**src/rtl/ask_pkg.sv**
```systemverilog
// Shared definitions for the ASK symbol scheduler: FSM state encoding,
// mix-mode codes and the helpers that map a mode to bits-per-symbol and full-scale level.
package ask_pkg;

    typedef enum logic [1:0] {
        ST_IDLE     = 2'd0,
        ST_PREAMBLE = 2'd1,
        ST_PAYLOAD  = 2'd2,
        ST_GAP      = 2'd3
    } ask_state_t;

    localparam logic [1:0] MODE_OFF  = 2'b00;
    localparam logic [1:0] MODE_2ASK = 2'b01;
    localparam logic [1:0] MODE_4ASK = 2'b10;
    localparam logic [1:0] MODE_8ASK = 2'b11;

    function automatic logic [1:0] bps_of(input logic [1:0] mode);
        case (mode)
            MODE_2ASK: return 2'd1;
            MODE_4ASK: return 2'd2;
            MODE_8ASK: return 2'd3;
            default:   return 2'd0;
        endcase
    endfunction

    // Full-scale level for a symbol width; doubles as the mask for assembled symbols.
    function automatic logic [2:0] level_max(input logic [1:0] bps);
        case (bps)
            2'd1:    return 3'b001;
            2'd2:    return 3'b011;
            2'd3:    return 3'b111;
            default: return 3'b000;
        endcase
    endfunction

endpackage

```
**src/rtl/ask_bit_timer.sv**
```systemverilog
// Symbol-slot timer: CLK_PER_BIT cycles per bit, bps bits per symbol.
// Both counters run down; boundary marks the last cycle of the current symbol slot.
module ask_bit_timer #(
    parameter int CLK_PER_BIT = 5000
) (
    input  logic       clk,
    input  logic       rst,
    input  logic       load,
    input  logic       run,
    input  logic [1:0] bps,
    output logic       boundary
);

    localparam int SLOT_W = (CLK_PER_BIT > 1) ? $clog2(CLK_PER_BIT) : 1;
    localparam logic [SLOT_W-1:0] SLOT_TC = SLOT_W'(CLK_PER_BIT - 1);

    logic [SLOT_W-1:0] slot_cnt;
    logic [1:0]        bit_idx;

    assign boundary = run && (slot_cnt == '0) && (bit_idx == 2'd0);

    always_ff @(posedge clk) begin
        if (rst) begin
            slot_cnt <= '0;
            bit_idx  <= 2'd0;
        end else if (load) begin
            slot_cnt <= SLOT_TC;
            bit_idx  <= bps - 2'd1;
        end else if (run) begin
            if (slot_cnt == '0) begin
                slot_cnt <= SLOT_TC;
                bit_idx  <= (bit_idx == 2'd0) ? bps - 2'd1 : bit_idx - 2'd1;
            end else begin
                slot_cnt <= slot_cnt - 1'b1;
            end
        end
    end

endmodule

```
**src/rtl/ask_symbol_scheduler.sv**
```systemverilog
// ASK frame sequencer: preamble, payload symbols assembled from a serial bit stream, gap.
// Emits one registered amplitude level per symbol slot for the data converter.
//
//   state    | meaning
//   ---------+-------------------------------------------------------------
//   IDLE     | waiting for start; outputs quiet, mode_out = 00
//   PREAMBLE | alternating full-scale / zero symbols, payload bits prefetched
//   PAYLOAD  | one assembled symbol per slot, underrun pulse if not ready
//   GAP      | silent slots after the frame, then frame_done and IDLE
module ask_symbol_scheduler
    import ask_pkg::*;
#(
    parameter int CLK_PER_BIT   = 5000,
    parameter int PREAMBLE_SYMS = 8,
    parameter int GAP_SYMS      = 4,
    parameter int LEN_W         = 8
) (
    input  logic             clk,
    input  logic             rst,
    input  logic [1:0]       mode_in,
    input  logic             start,
    input  logic [LEN_W-1:0] frame_len,
    input  logic             bit_in,
    input  logic             bit_valid,
    output logic             bit_ready,
    output logic [2:0]       sym_level,
    output logic             sym_strobe,
    output logic [1:0]       mode_out,
    output logic             amp_en,
    output logic             busy,
    output logic             underrun,
    output logic             frame_done
);

    localparam int PW    = $clog2(PREAMBLE_SYMS + 1);
    localparam int GW    = $clog2(GAP_SYMS + 1);
    localparam int CNT_W = (LEN_W > PW) ? ((LEN_W > GW) ? LEN_W : GW)
                                        : ((PW > GW) ? PW : GW);
    localparam logic [CNT_W-1:0] PRE_N = CNT_W'(PREAMBLE_SYMS);
    localparam logic [CNT_W-1:0] GAP_N = CNT_W'(GAP_SYMS);

    ask_state_t       state, state_d;
    logic [CNT_W-1:0] sym_cnt, sym_cnt_d;
    logic [CNT_W-1:0] len_ext;
    logic [1:0]       bps_q, bps_d, mode_d;
    logic [LEN_W-1:0] len_q, len_d;
    logic [2:0]       shreg, shreg_d, level_d;
    logic [1:0]       acnt, acnt_d;
    logic             strobe_d, amp_d, underrun_d, done_d;
    logic             timer_load, emit, boundary, xfer;

    assign len_ext = CNT_W'(len_q);
    assign busy    = (state != ST_IDLE);

    // The symbol being assembled is payload index sym_cnt (0 during preamble),
    // so incoming bits belong to this frame while that index is below frame_len.
    always_comb begin
        bit_ready = 1'b0;
        if (acnt < bps_q) begin
            if (state == ST_PREAMBLE)     bit_ready = (len_q != '0);
            else if (state == ST_PAYLOAD) bit_ready = (sym_cnt < len_ext);
        end
    end

    assign xfer = bit_valid && bit_ready;

    ask_bit_timer #(.CLK_PER_BIT(CLK_PER_BIT)) u_bit_timer (
        .clk      (clk),
        .rst      (rst),
        .load     (timer_load),
        .run      (busy),
        .bps      (bps_d),
        .boundary (boundary)
    );

    always_comb begin
        state_d    = state;
        sym_cnt_d  = sym_cnt;
        bps_d      = bps_q;
        mode_d     = mode_out;
        len_d      = len_q;
        shreg_d    = shreg;
        acnt_d     = acnt;
        level_d    = sym_level;
        amp_d      = amp_en;
        strobe_d   = 1'b0;
        underrun_d = 1'b0;
        done_d     = 1'b0;
        timer_load = 1'b0;
        emit       = 1'b0;

        if (xfer) begin
            shreg_d = {shreg[1:0], bit_in};
            acnt_d  = acnt + 2'd1;
        end

        case (state)
            ST_IDLE: begin
                level_d = 3'd0;
                amp_d   = 1'b0;
                if (start && (mode_in != MODE_OFF)) begin
                    state_d    = ST_PREAMBLE;
                    mode_d     = mode_in;
                    bps_d      = bps_of(mode_in);
                    len_d      = frame_len;
                    sym_cnt_d  = CNT_W'(1);
                    shreg_d    = 3'd0;
                    acnt_d     = 2'd0;
                    level_d    = level_max(bps_of(mode_in));
                    amp_d      = 1'b1;
                    strobe_d   = 1'b1;
                    timer_load = 1'b1;
                end
            end
            ST_PREAMBLE: begin
                if (boundary) begin
                    strobe_d = 1'b1;
                    if (sym_cnt < PRE_N) begin
                        level_d   = sym_cnt[0] ? 3'd0 : level_max(bps_q);
                        sym_cnt_d = sym_cnt + 1'b1;
                    end else if (len_q == '0) begin
                        state_d   = ST_GAP;
                        level_d   = 3'd0;
                        amp_d     = 1'b0;
                        sym_cnt_d = CNT_W'(1);
                    end else begin
                        state_d   = ST_PAYLOAD;
                        emit      = 1'b1;
                        sym_cnt_d = CNT_W'(1);
                    end
                end
            end
            ST_PAYLOAD: begin
                if (boundary) begin
                    strobe_d = 1'b1;
                    if (sym_cnt < len_ext) begin
                        emit      = 1'b1;
                        sym_cnt_d = sym_cnt + 1'b1;
                    end else begin
                        state_d   = ST_GAP;
                        level_d   = 3'd0;
                        amp_d     = 1'b0;
                        sym_cnt_d = CNT_W'(1);
                    end
                end
            end
            ST_GAP: begin
                if (boundary) begin
                    if (sym_cnt < GAP_N) begin
                        strobe_d  = 1'b1;
                        sym_cnt_d = sym_cnt + 1'b1;
                    end else begin
                        state_d   = ST_IDLE;
                        done_d    = 1'b1;
                        mode_d    = MODE_OFF;
                        sym_cnt_d = '0;
                        shreg_d   = 3'd0;
                        acnt_d    = 2'd0;
                    end
                end
            end
            default: state_d = ST_IDLE;
        endcase

        // A short symbol is dropped, but a bit arriving on the boundary starts the next one.
        if (emit) begin
            if (acnt == bps_q) begin
                level_d = shreg & level_max(bps_q);
                shreg_d = 3'd0;
                acnt_d  = 2'd0;
            end else begin
                level_d    = 3'd0;
                underrun_d = 1'b1;
                shreg_d    = xfer ? {2'b00, bit_in} : 3'd0;
                acnt_d     = xfer ? 2'd1 : 2'd0;
            end
        end
    end

    always_ff @(posedge clk) begin
        if (rst) begin
            state      <= ST_IDLE;
            sym_cnt    <= '0;
            bps_q      <= 2'd0;
            len_q      <= '0;
            shreg      <= 3'd0;
            acnt       <= 2'd0;
            sym_level  <= 3'd0;
            sym_strobe <= 1'b0;
            mode_out   <= MODE_OFF;
            amp_en     <= 1'b0;
            underrun   <= 1'b0;
            frame_done <= 1'b0;
        end else begin
            state      <= state_d;
            sym_cnt    <= sym_cnt_d;
            bps_q      <= bps_d;
            len_q      <= len_d;
            shreg      <= shreg_d;
            acnt       <= acnt_d;
            sym_level  <= level_d;
            sym_strobe <= strobe_d;
            mode_out   <= mode_d;
            amp_en     <= amp_d;
            underrun   <= underrun_d;
            frame_done <= done_d;
        end
    end

endmodule

```
**config.mk**
```make
export PLATFORM = sky130hd
export DESIGN_NAME = ask_symbol_scheduler
export DESIGN_NICKNAME = d
export VERILOG_FILES = /design/src/rtl/ask_pkg.sv /design/src/rtl/ask_bit_timer.sv /design/src/rtl/ask_symbol_scheduler.sv
export SDC_FILE = /design/constraint.sdc
export NUM_CORES = 1
export LEC_CHECK = 0
export CELL_PAD_IN_SITES_DETAIL_PLACEMENT = 2
export CELL_PAD_IN_SITES_GLOBAL_PLACEMENT = 2
export CORE_MARGIN = 2
export CORE_UTILIZATION = 34
export DETAILED_ROUTE_END_ITERATION = 8
export GPL_TIMING_DRIVEN = 0
export PLACE_DENSITY = 0.83
export SETUP_SLACK_MARGIN = 0.5
export SLEW_MARGIN = 20
export SYNTH_ARGS = -nofsm -noshare
export SYNTH_HDL_FRONTEND = slang
export SYNTH_SLANG_ARGS = --single-unit
```
**constraint.sdc**
```tcl
create_clock -name clk -period 2.6 [get_ports clk]
set_input_delay 0.26 -clock clk [delete_from_list [all_inputs] [get_ports clk]]
set_output_delay 0.26 -clock clk [all_outputs]
set_load 0.03 [all_outputs]
```
==> out/results.txt <==
Die Y: 94.9 µm
Internal power: 0.00258 W
Final ANT Viol Nets: 0
Drt drc: 0
Fin crit share: 101%
P&R area growth vs syn: 55.5%
WHS Path Cells: 3
Final Setup Violations: 1
Final worst path period need: 2.63 ns
Final worst slack: -0.0343 ns
Rel. slew slack: 36.8%
Synth cell count leaders: 49 x dfxtp_1, 48 x nand2_1, 42 x nor2_1
CORE AREA: 8090 µm²
Post-synth ARST share: 0%
Row Count: 33
Vias/cell: 6.26
I/O pins: 26
Die ar.: 9010 µm²
Critical Path AT: 2.91 ns
Maxcap violations: 0
Endpoint, Worst Hold: len_ext[2]
Total GRT Usage: 30.5%
Pre-antenna DRT Iters: 5
Num CTS Buffers: 5
Mapped Area: 2810 µm²
Htree depth: 2
Worst-path clk slew: 0.11 ns
CP Capture Type: register
P_sw: 0.00242 W
Inserted Diodes: 0
Detail Placement HPWL: 7.12 mm
Largest net degree at the start of global routing: 16
Flop pwr share: 24.4%
Hold path startpoint: frame_len[2]
Worst VDD drop: 0.508 mV
Antenna violations before repair: 0
Failing checks: setup timing
Initial core utilization: 34.7%
Clock Tree Root: clkbuf_8
Startpoint types: register
CP required: 2.87 ns
Register area share after synthesis: 34.9%
Post-layout util: 54.0%
P_leak: 1.70 nW
Clk buf depth: 2
Primary FF master, synth: dfxtp_1
Share of the synthesized area in the top cell type: 34.9%
Cell count of the worst reg-to-reg path: 9
Final hold violation count: 0
Reg2Reg Capture Point: shreg[0]
Yosys Warn Count: 0
Post-place setup slack: -0.362 ns
RePlAce Congestion: 0.866
Fin nets: 481
Max Transition Viols Final: 0
TritonCTS clock tree: done
DR vias: 3479
Total grt overflow: 0
Chip width: 94.9 µm
Switch share: 48.4%
Pwr/cell area: 1140 nW/µm²
Reg2reg setup slack: -0.03 ns
Clk sinks: 49
Cell taking the most area after synthesis: dfxtp_1
Netlist cell types: 62
1st-iter DRT viols: 235
First-pass GRT wire length: 20.5 mm
Combinational power share: 61.7%
Synth top area cells: dfxtp_1 35%, ha_1 7.1%, nand2_1 6.4%
Number of synthesized register bits: 49
Crit Path Max Fanout: 8
Crit Reg-Reg Startpoint: state[1]
DRT Wirelength: 16.3 mm
Run status: complete, but fails checks
Max Freq: 0.380 GHz
Post-Synthesis Cells: 356
Hold Crit Class: primary input to register
Most frequent cell after synthesis: dfxtp_1
Share of cells above drive strength 1: 39.2%
Syn_area_per_cell: 7.89 µm²
Worst-Margin Slew: 0.949 ns
EDFF count, synth: 0
Critical path class: register to register
RSZ-0062 raised after global routing: true
Syn_nets: 387
Port Buffer Count: 25
Clock Power Share: 13.9%
Mean routed wirelength per cell: 29.3 µm
Number of global-route vias before repair: 3520
Clk_skew: 0.00667 ns
Worst-Skew Late Latency: 0.32 ns
-- layout by cell type, fill, tap and decap left out, types with 4 or more instances in the layout --
| master | netlist | routed |
|---|---|---|
| o21a_1 | 7 | 7 |
| dfxtp_1 | 49 | 29 |
| a211oi_2 | 0 | 4 |
| dfxtp_2 | 0 | 13 |
| nand3_1 | 9 | 8 |
| clkdlybuf4s50_1 | 0 | 23 |
| a21oi_2 | 0 | 6 |
| inv_1 | 21 | 13 |
| ha_4 | 0 | 7 |
| buf_6 | 1 | 13 |
| inv_2 | 1 | 6 |
| o21ai_0 | 13 | 5 |
| a21oi_1 | 32 | 26 |
| clkbuf_8 | 0 | 5 |
| clkbuf_1 | 7 | 6 |
| xnor2_1 | 6 | 5 |
| nor2_1 | 42 | 37 |
| nand2_1 | 48 | 46 |
| o21ai_2 | 0 | 5 |
| or3_1 | 7 | 4 |
| o21ai_1 | 3 | 5 |
| buf_4 | 0 | 51 |
| dfxtp_4 | 0 | 7 |
| ha_1 | 16 | 8 |
| a21o_1 | 5 | 5 |
-- worst max-delay path: stages (launching register included) --
cell	delay (ns)
dfxtp_4	0.42
ha_4	0.25
nor2b_1	0.39
nor3b_4	0.38
a2111o_1	0.29
inv_2	0.07
or3_4	0.37
buf_6	0.14
a21boi_2	0.11
mux2_4	0.14
-- metal layers --
layer  GRT usage (%)  vias up  wire length (µm)  part of all wire (%)
met5               0        -                 0                     0
met4            13.2        0               703                   4.3
met3            3.91       59               928                   5.7
met2            54.9      197              8050                    49
met1            36.1     1764              6610                    41
li1                -     1459                 -                     -
-- cell type report --
class / count / area, µm²
buffer: 10 / 61.3
clock buffer: 5 / 68.8
clock inverter: 3 / 65.1
fill: 856 / 3730
inverter: 23 / 100
multi-input combinational: 274 / 2160
sequential: 49 / 1020
tap: 105 / 131
timing repair buffer: 87 / 761
-- stage by stage --
step | cells | area (µm²) | power (W) | TNS (ns) | hold WS (ns)
2_1_floorplan | 356 | 2840 | 0.00229 | 0 | 0.388
3_3_place_gp | 486 | 3220 | 0.00275 | -0.341 | 0.442
3_5_place_dp | 486 | 3220 | 0.00286 | -1.66 | 0.455
4_1_cts | 530 | 3910 | 0.00409 | 0 | 0.468
5_1_grt | 556 | 4370 | 0.00514 | 0 | 0.508
6_report | 556 | 4370 | 0.00500 | -0.0343 | 0.486
-- cell families (layout without fill, tap and decap cells) --
logic type      count (synthesis)  count (layout)  synth area share (%)
fa+ha+maj                      16              16                  7.13
flops                          49              49                  34.9
buf+inv                        33             128                  4.72
simple gates                  150             150                  26.1
compound gates                 97              97                  23.4
mux                             4               4                  1.47
xor+xnor                        7               7                  2.18
-- registers in the layout, indices dropped and copies added, names as in the netlist --
register / cells
shreg: 3
len_ext: 8
acnt: 2
amp_en: 1
state: 2
frame_done: 1
u_bit_timer.bit_idx: 2
sym_cnt: 8
u_bit_timer.slot_cnt: 13
mode_out: 2
bps_q: 2
sym_strobe: 1
underrun: 1
sym_level: 3
-- worst max-delay path by stage --
stage                           from  cells past startpoint   endpoint  slack [ns]
after CTS                 len_ext[6]                      8  bit_ready        0.27
final                       state[1]                      9   shreg[0]       -0.03
after global placement      state[0]                      8  bit_ready       -0.18
after global routing        state[1]                      9   shreg[0]      0.0005
after floorplan           len_ext[6]                      9    acnt[1]        0.29
after detailed placement    state[0]                      8  bit_ready       -0.36
-- power by group through the flow --
stage	Clock (W)	Combinational, W	Sequential (W)
floorplan	0	0.00117	0.00112
global placement	0	0.00166	0.00109
detailed placement	0	0.00176	0.00111
CTS	0.000675	0.00228	0.00113
global route	0.000719	0.00319	0.00123
finish	0.000694	0.00308	0.00122
-- what timing repair did --
| action | CTS | global route |
|---|---|---|
| endpoints found under the setup margin | 46 | 35 |
| pin swaps | 36 | 31 |
| hold buffers | 0 | 0 |
| buffers inserted | 36 | 26 |
| gates resized for setup | 83 | 63 |
No activity file was read; power rests on OpenSTA's default activity.
